`config.mk`:
```
export PLATFORM = sky130hd
export DESIGN_NAME = wb_gpio
export DESIGN_NICKNAME = d
export VERILOG_FILES = /design/src/rtl/wb_gpio_pkg.sv /design/src/rtl/gpio_sync.sv /design/src/rtl/wb_gpio.sv
export SDC_FILE = /design/constraint.sdc
export NUM_CORES = 1
export LEC_CHECK = 0
export ABC_AREA = 1
export BUFFER_PORTS_ARGS = -buffer_cell sky130_fd_sc_hd__clkbuf_2
export CAP_MARGIN = 20
export CORE_ASPECT_RATIO = 1.2
export CORE_MARGIN = 4
export CORE_UTILIZATION = 30
export CTS_CLUSTER_SIZE = 40
export DETAILED_ROUTE_END_ITERATION = 6
export GPL_TIMING_DRIVEN = 0
export PLACE_DENSITY = 0.49
export SYNTH_ARGS = -nofsm -noshare
export SYNTH_HDL_FRONTEND = slang
export SYNTH_SLANG_ARGS = --single-unit
```
`constraint.sdc`:
```
create_clock -name clk_i -period 1.55 [get_ports clk_i]
set_clock_uncertainty 0.2 [all_clocks]
set_input_delay 0.31 -clock clk_i [delete_from_list [all_inputs] [get_ports clk_i]]
set_output_delay 0.31 -clock clk_i [all_outputs]
set_load 0.005 [all_outputs]
```
`src/rtl/wb_gpio_pkg.sv`:
```
`default_nettype none
// ---------------------------------------------------------------------------
// Module   : wb_gpio_pkg
// Purpose  : Register map and decode helpers shared by the GPIO block.
// Revision : 1.0 - initial release
// ---------------------------------------------------------------------------
package wb_gpio_pkg;

  // Byte offsets of the four 32-bit registers.
  localparam logic [31:0] OFS_DOUT = 32'h0000_0000;
  localparam logic [31:0] OFS_DIR  = 32'h0000_0004;
  localparam logic [31:0] OFS_DIN  = 32'h0000_0008;
  localparam logic [31:0] OFS_IRQ  = 32'h0000_000C;

  // Register select, derived from address bits [3:2] of the offsets.
  typedef enum logic [1:0] {
    SEL_DOUT = 2'(OFS_DOUT >> 2),
    SEL_DIR  = 2'(OFS_DIR  >> 2),
    SEL_DIN  = 2'(OFS_DIN  >> 2),
    SEL_IRQ  = 2'(OFS_IRQ  >> 2)
  } reg_sel_e;

  // Only word-select bits take part in decoding.
  function automatic reg_sel_e decode_sel(input logic [1:0] word_adr);
    return reg_sel_e'(word_adr);
  endfunction

endpackage
`default_nettype wire

```
`src/rtl/gpio_sync.sv`:
```
`default_nettype none
// ---------------------------------------------------------------------------
// Module   : gpio_sync
// Purpose  : Per-bit two-flop synchroniser for asynchronous pin inputs.
// Revision : 1.0 - initial release
// ---------------------------------------------------------------------------
module gpio_sync #(
  parameter int WIDTH = 16
) (
  input  logic             clk,
  input  logic             rst,
  input  logic [WIDTH-1:0] din,
  output logic [WIDTH-1:0] dout
);

  logic [WIDTH-1:0] meta;

  // Two back-to-back flops; the first may go metastable, the second is safe.
  always_ff @(posedge clk) begin
    if (rst) begin
      meta <= '0;
      dout <= '0;
    end else begin
      meta <= din;
      dout <= meta;
    end
  end

endmodule
`default_nettype wire

```
`src/rtl/wb_gpio.sv`:
```
`default_nettype none
// ---------------------------------------------------------------------------
// Module   : wb_gpio
// Purpose  : Wishbone-slave GPIO with direction control, synchronised inputs
//            and rising-edge interrupt status (W1C) with per-bit enables.
// Revision : 1.0 - initial release
// ---------------------------------------------------------------------------
module wb_gpio
  import wb_gpio_pkg::*;
#(
  parameter int NGPIO = 16
) (
  input  logic             clk_i,
  input  logic             rst_i,
  input  logic             wbs_cyc_i,
  input  logic             wbs_stb_i,
  input  logic             wbs_we_i,
  input  logic [31:0]      wbs_adr_i,
  input  logic [31:0]      wbs_dat_i,
  output logic [31:0]      wbs_dat_o,
  output logic             wbs_ack_o,
  input  logic [NGPIO-1:0] gpio_i,
  output logic [NGPIO-1:0] gpio_o,
  output logic [NGPIO-1:0] gpio_oe_o,
  output logic             irq_o
);

  logic [NGPIO-1:0] dout;
  logic [NGPIO-1:0] dir;
  logic [NGPIO-1:0] irq_status;
  logic [NGPIO-1:0] irq_enable;
  logic [NGPIO-1:0] sync2;
  logic [NGPIO-1:0] sync3;
  logic [NGPIO-1:0] rise;
  logic [NGPIO-1:0] status_next;
  logic [31:0]      rdata;
  logic             req;
  logic             wr;
  reg_sel_e         sel;
  logic             unused_bits;

  // Address bits outside [3:2] are don't-care for this slave.
  assign unused_bits = ^{wbs_adr_i[31:4], wbs_adr_i[1:0], wbs_dat_i};

  // The ~ack term makes a held strobe see one request every other cycle.
  assign req = wbs_cyc_i & wbs_stb_i & ~wbs_ack_o;
  assign wr  = req & wbs_we_i;
  assign sel = decode_sel(wbs_adr_i[3:2]);

  assign gpio_o    = dout;
  assign gpio_oe_o = dir;

  gpio_sync #(
    .WIDTH (NGPIO)
  ) u_sync (
    .clk  (clk_i),
    .rst  (rst_i),
    .din  (gpio_i),
    .dout (sync2)
  );

  assign rise = sync2 & ~sync3;

  // Read mux; unimplemented bits read as zero.
  always_comb begin
    rdata = '0;
    case (sel)
      SEL_DOUT: rdata[NGPIO-1:0] = dout;
      SEL_DIR:  rdata[NGPIO-1:0] = dir;
      SEL_DIN:  rdata[NGPIO-1:0] = sync2;
      SEL_IRQ: begin
        rdata[NGPIO-1:0]  = irq_status;
        rdata[16 +: NGPIO] = irq_enable;
      end
      default:  rdata = '0;
    endcase
  end

  // W1C clear first, then OR in new edges so an edge beats a same-cycle clear.
  always_comb begin
    status_next = irq_status;
    if (wr && sel == SEL_IRQ) begin
      status_next = status_next & ~wbs_dat_i[NGPIO-1:0];
    end
    status_next = status_next | rise;
  end

  // Bus handshake: one-cycle ack and read data registered on the request cycle.
  always_ff @(posedge clk_i) begin
    if (rst_i) begin
      wbs_ack_o <= 1'b0;
      wbs_dat_o <= '0;
    end else begin
      wbs_ack_o <= req;
      wbs_dat_o <= (req && !wbs_we_i) ? rdata : 32'h0;
    end
  end

  // Writable control registers; DIN writes fall through and are ignored.
  always_ff @(posedge clk_i) begin
    if (rst_i) begin
      dout       <= '0;
      dir        <= '0;
      irq_enable <= '0;
    end else if (wr) begin
      case (sel)
        SEL_DOUT: dout       <= wbs_dat_i[NGPIO-1:0];
        SEL_DIR:  dir        <= wbs_dat_i[NGPIO-1:0];
        SEL_IRQ:  irq_enable <= wbs_dat_i[16 +: NGPIO];
        default:  ;
      endcase
    end
  end

  // Edge history, interrupt status and the registered interrupt line.
  always_ff @(posedge clk_i) begin
    if (rst_i) begin
      sync3      <= '0;
      irq_status <= '0;
      irq_o      <= 1'b0;
    end else begin
      sync3      <= sync2;
      irq_status <= status_next;
      irq_o      <= |(irq_status & irq_enable);
    end
  end

endmodule
`default_nettype wire

```
# After elaboration in Yosys (flattened, before gate mapping)
# Cells that the tools add are included.
# classes
eq_ne	3
mux	2
bitwise	12
reduce_logical	10
# op_table
operator	count
$pmux W16 S4	1
$and A16 B16 Y16	3
$not A16 Y16	2
$mux W16	1
$or A16 B16 Y16	1
$reduce_or A16 Y1	1
$reduce_and A2 Y1	3
$eq A2 B2 Y1 const B	2
$and A1 B1 Y1	3
$not A1 Y1	3
$reduce_or A3 Y1	1
$eq A2 B1 Y1 const B	1
$logic_and A1 B1 Y1	2
$logic_not A2 Y1	1
$reduce_or A2 Y1	1
$logic_not A1 Y1	1
# word_totals
regBits	146
input_bits	85
output_inout_bits	66
word_cells	38

# Depth between registers and ports, before layout
# logic_depth
ltp_word	6
depth_mapped	7
mapped_depth_nobuf	6

# Cells and area by module
# From an unflattened synthesis, not the netlist that was laid out.
# unflattened
hier_cells	790
area_unflattened_um2	5715.5
# modules_own_cells
mod	instances	cells_per_inst	area_each_um2	seq_area_each_um2
wb_gpio	1	691	4800.9	2282.2
gpio_sync	1	99	914.6	640.6

# Least setup slack after synthesis
# OpenSTA, ideal clock, no wires.
# synth_path
path_kind	input-to-reg
from	in wbs_we_i
to	reg dir[5] (netlist: gpio_oe_o[5])
setup_ns	0.112
arrival_ns	1.171
t_required_ns	1.238
setup_slack_ns	0.068
path_stages	6
n_path_buf	3
cell_sequence	buf_2 -> buf_2 -> buf_1 -> nand4_1 -> nand2_1 -> nor2_1
# synth_between
elab_chain_cells	2
# synth_rtl
item	line_no	rtl
start, declared	wb_gpio.sv:17	input logic wbs_we_i,
$and A1 B1 Y1	wb_gpio.sv:47	assign wr = req & wbs_we_i;
$reduce_and A2 Y1 (no line)	--	
end signal, assigned	wb_gpio.sv:108	SEL_DIR: dir <= wbs_dat_i[NGPIO-1:0];
end, declared	wb_gpio.sv:29	logic [NGPIO-1:0] dir;
# No other way between the ends.
# A chain may end at the register's enable or synchronous reset.

# Worst setup path after layout
# layout_path
from	reg wbs_ack_o
to	reg wbs_dat_o[5]
# layout_between
elab_chain_cells	5
# layout_rtl
item	line_no	rtl
start, declared	wb_gpio.sv:21	output logic wbs_ack_o,
start signal, assigned	wb_gpio.sv:94	wbs_ack_o <= req;
$not A1 Y1	wb_gpio.sv:46	assign req = wbs_cyc_i & wbs_stb_i & ~wbs_ack_o;
$and A1 B1 Y1	wb_gpio.sv:46	
$logic_and A1 B1 Y1	wb_gpio.sv:95	wbs_dat_o <= (req && !wbs_we_i) ? rdata : 32'h0;
$not A1 Y1 (no line)	--	
$reduce_or A2 Y1 (no line)	--	
end signal, assigned	wb_gpio.sv:95	
end, declared	wb_gpio.sv:20	output logic [31:0] wbs_dat_o,
# No other way between the ends.

==> reports/results.ini <==
[cells_and_area]
drive_above_1_share_pct = 22.1
diodes = 0
syn_to_final_growth_pct = 33.0
finalNonFillerCells = 1185
final_util_pct = 40.8
layout_commonest_cell = nor2_1
final_cell_mix = 209 x nor2_1, 145 x dfxtp_1, 133 x nand2_1
fillers = 2009
nets = 1034

[critical_path]
worst_r2r_endpoint = wbs_dat_o[5]$_SDFF_PP0_
reg2regPathDepth = 6
ff2ff_setup_slack_ns = 0.02
arrival_ns = 1.69
r2r_start = wbs_ack_o$_SDFF_PP0_
worst_ep_required_time_ns = 1.71
cp-end-kind = register
start_kind = register
critPathMaxFanout = 6
worst-setup-path-type = register to register

[floorplan]
num_rows = 54
dieArea_um2 = 20900
ios = 151
dieWidth_um = 133
die_y_um = 158
coreArea_um2 = 18200
start_util_pct = 30.7

[yosys]
seq_area_frac_synth_pct = 52.2
synth-compound-area-share_pct = 4.59
synthesis.nets = 872
synth.distinct_cells = 19
synth_xor_area_share_pct = 0
synth-simple-area-share_pct = 31.1
synth.ff_latch_count = 146
syn_area_um2 = 5590
yosys-mux-area-fraction_pct = 0
synth_top_family_by_area = simple AND/OR/NAND/NOR gates
syn-instance-count = 787
avgSynthCellArea_um2 = 7.11
synth_adder_area_share_pct = 0
synth-warning-count = 0

[outcome]
status = complete, no violations

[placement]
io_buffers = 119
place_hpwl_um = 12900
finalWeightedCongestion = 0.840
place_ws_ns = -0.505
dp.cells = 1130

[timing]
slew_viol_final = 0
finalCritPeriodShare_pct = 98.7
fmax_mhz = 654
rsz0062_at_grt = yes
final_hold_viol_count = 0
period_needed_ns = 1.53
setup_violations = 0
finalSetupTns_ns = 0
maxSlewHeadroom_pct = 60.2
tightest_slew_ns = 0.598
setup_ws_ns = 0.0203

[route]
drt_pre_antenna_iters = 5
vias = 5230
drt_iter0_drc = 291
viasPerCell = 4.41
wl_per_cell_um = 14.5
drc = 0
detail-route-antenna-nets = 0
routed_wl_um = 17200

[clock_network]
cts_buffers = 17
cts_tree = built
cts_buffer_depth = 2
cts.htree.levels = 4
root_buffer = clkbuf_16
clock_latency_ns = 0.42
clkSlewWorstSetupHoldPaths_ns = 0.06
clock_sinks = 146

[global_routing]
grt_overflow = 0
grt_max_degree = 17
grt_pass1_vias = 4987
track_usage_pct = 16.9
grt_pass1_wl_um = 27000
antenna_found_initial = 1

[pwr]
power_density_nw_per_um2 = 1170
ir_drop_uv = 726
leakagePower_nw = 3.53
fin_total_pwr_mw = 8.69

[worst_hold_path]
hold_path_end = irq_enable[2]$_SDFFE_PP0N_
hp-class = input port to register
worstHoldPathCells = 5
min_from = wbs_dat_i[18]

[flow_run]
cap_violations = 0

-- area by class of cell --
| type | count | area [um2] | share of cell area (%) |
|---|---|---|---|
| repair buffers | 143 | 837 | 11.3 |
| clock buffers | 21 | 450 | 6.06 |
| flip-flops and latches | 146 | 2920 | 39.3 |
| well taps | 224 | 280 | 3.77 |
| inverters | 135 | 509 | 6.85 |
| clock inverters | 10 | 135 | 1.82 |
| multi-input cells | 468 | 2090 | 28.1 |
| plain buffers | 38 | 209 | 2.81 |
-- sequential cells by signal, indices dropped and copies added, names as in the netlist --
signal       count
sync3           16
wbs_dat_o       32
u_sync.dout     16
wbs_ack_o        1
irq_o            1
gpio_o          16
irq_status      16
u_sync.meta     16
gpio_oe_o       16
irq_enable      16
-- worst max-delay path, stage by stage (launching register included) --
cell	delay, ns
dfxtp_2	0.33
nor2_4	0.20
nand2_2	0.11
nor2_4	0.22
buf_4	0.20
o21ai_2	0.07
nor2_1	0.12
-- report_power, final --
part	switching [mW]	internal [mW]	total (mW)
clock network	1.56	2.55	4.12
logic	0.423	0.232	0.655
registers	0.0575	3.86	3.92
-- metal layers --
layer | global-route usage [%] | up-vias | part of all wire, %
met5 | 0 | - | 0.11
met4 | 7.87 | 2 | 2.9
met3 | 4.23 | 32 | 5.5
met2 | 28.4 | 154 | 48
met1 | 20.5 | 2343 | 43
li1 | - | 2699 | -
-- timing repair --
action	4_1_cts	5_1_grt
hold endpoints to repair	16	0
setup endpoints to repair	55	61
resized for setup	18	50
hold buffers	16	0
setup buffers	4	2
gates cloned	0	2
pin swaps	5	10
-- through the flow --
step,area [um2],hold slack [ns]
after floorplan,5590,0.188
after global placement,6470,0.194
after detailed placement,6470,0.194
after CTS,7290,0.00941
after global routing,7440,0.0439
final,7440,0.0215
-- how the worst max path moves through the flow --
stage | from | endpoint | slack, ns | cells after the start
6_report | wbs_ack_o$_SDFF_PP0_ | wbs_dat_o[5]$_SDFF_PP0_ | 0.02 | 6
3_3_place_gp | wbs_adr_i[2] | wbs_dat_o[6]$_SDFF_PP0_ | -0.53 | 6
3_5_place_dp | wbs_adr_i[3] | wbs_dat_o[6]$_SDFF_PP0_ | -0.51 | 6
5_1_grt | wbs_ack_o$_SDFF_PP0_ | gpio_o[8]$_SDFFE_PP0P_ | -0.06 | 6
4_1_cts | wbs_ack_o$_SDFF_PP0_ | wbs_dat_o[6]$_SDFF_PP0_ | -0.01 | 6
2_1_floorplan | wbs_we_i | gpio_oe_o[5]$_SDFFE_PP0P_ | 0.07 | 6
-- cells in the mapped netlist, drive strengths merged --
| master | count | share of area, % |
|---|---|---|
| a21oi | 9 | 0.81 |
| buf | 27 | 2.2 |
| clkbuf | 11 | 0.74 |
| clkinv | 1 | 0.067 |
| dfxtp | 146 | 52 |
| inv | 134 | 9.0 |
| nand2 | 136 | 9.2 |
| nand3 | 1 | 0.31 |
| nand4 | 48 | 5.4 |
| nor2 | 226 | 16 |
| nor3 | 6 | 0.54 |
| o21ai | 41 | 3.7 |
| o22ai | 1 | 0.11 |
-- logic make-up (layout without fill, tap and decap cells) --
kind of cell | after synthesis | count (layout)
AOI/OAI and AO/OA | 51 | 51
buffers and inverters | 173 | 347
DFF | 146 | 146
and+or+nand+nor | 417 | 417
Power figures use the tool's default switching activity.
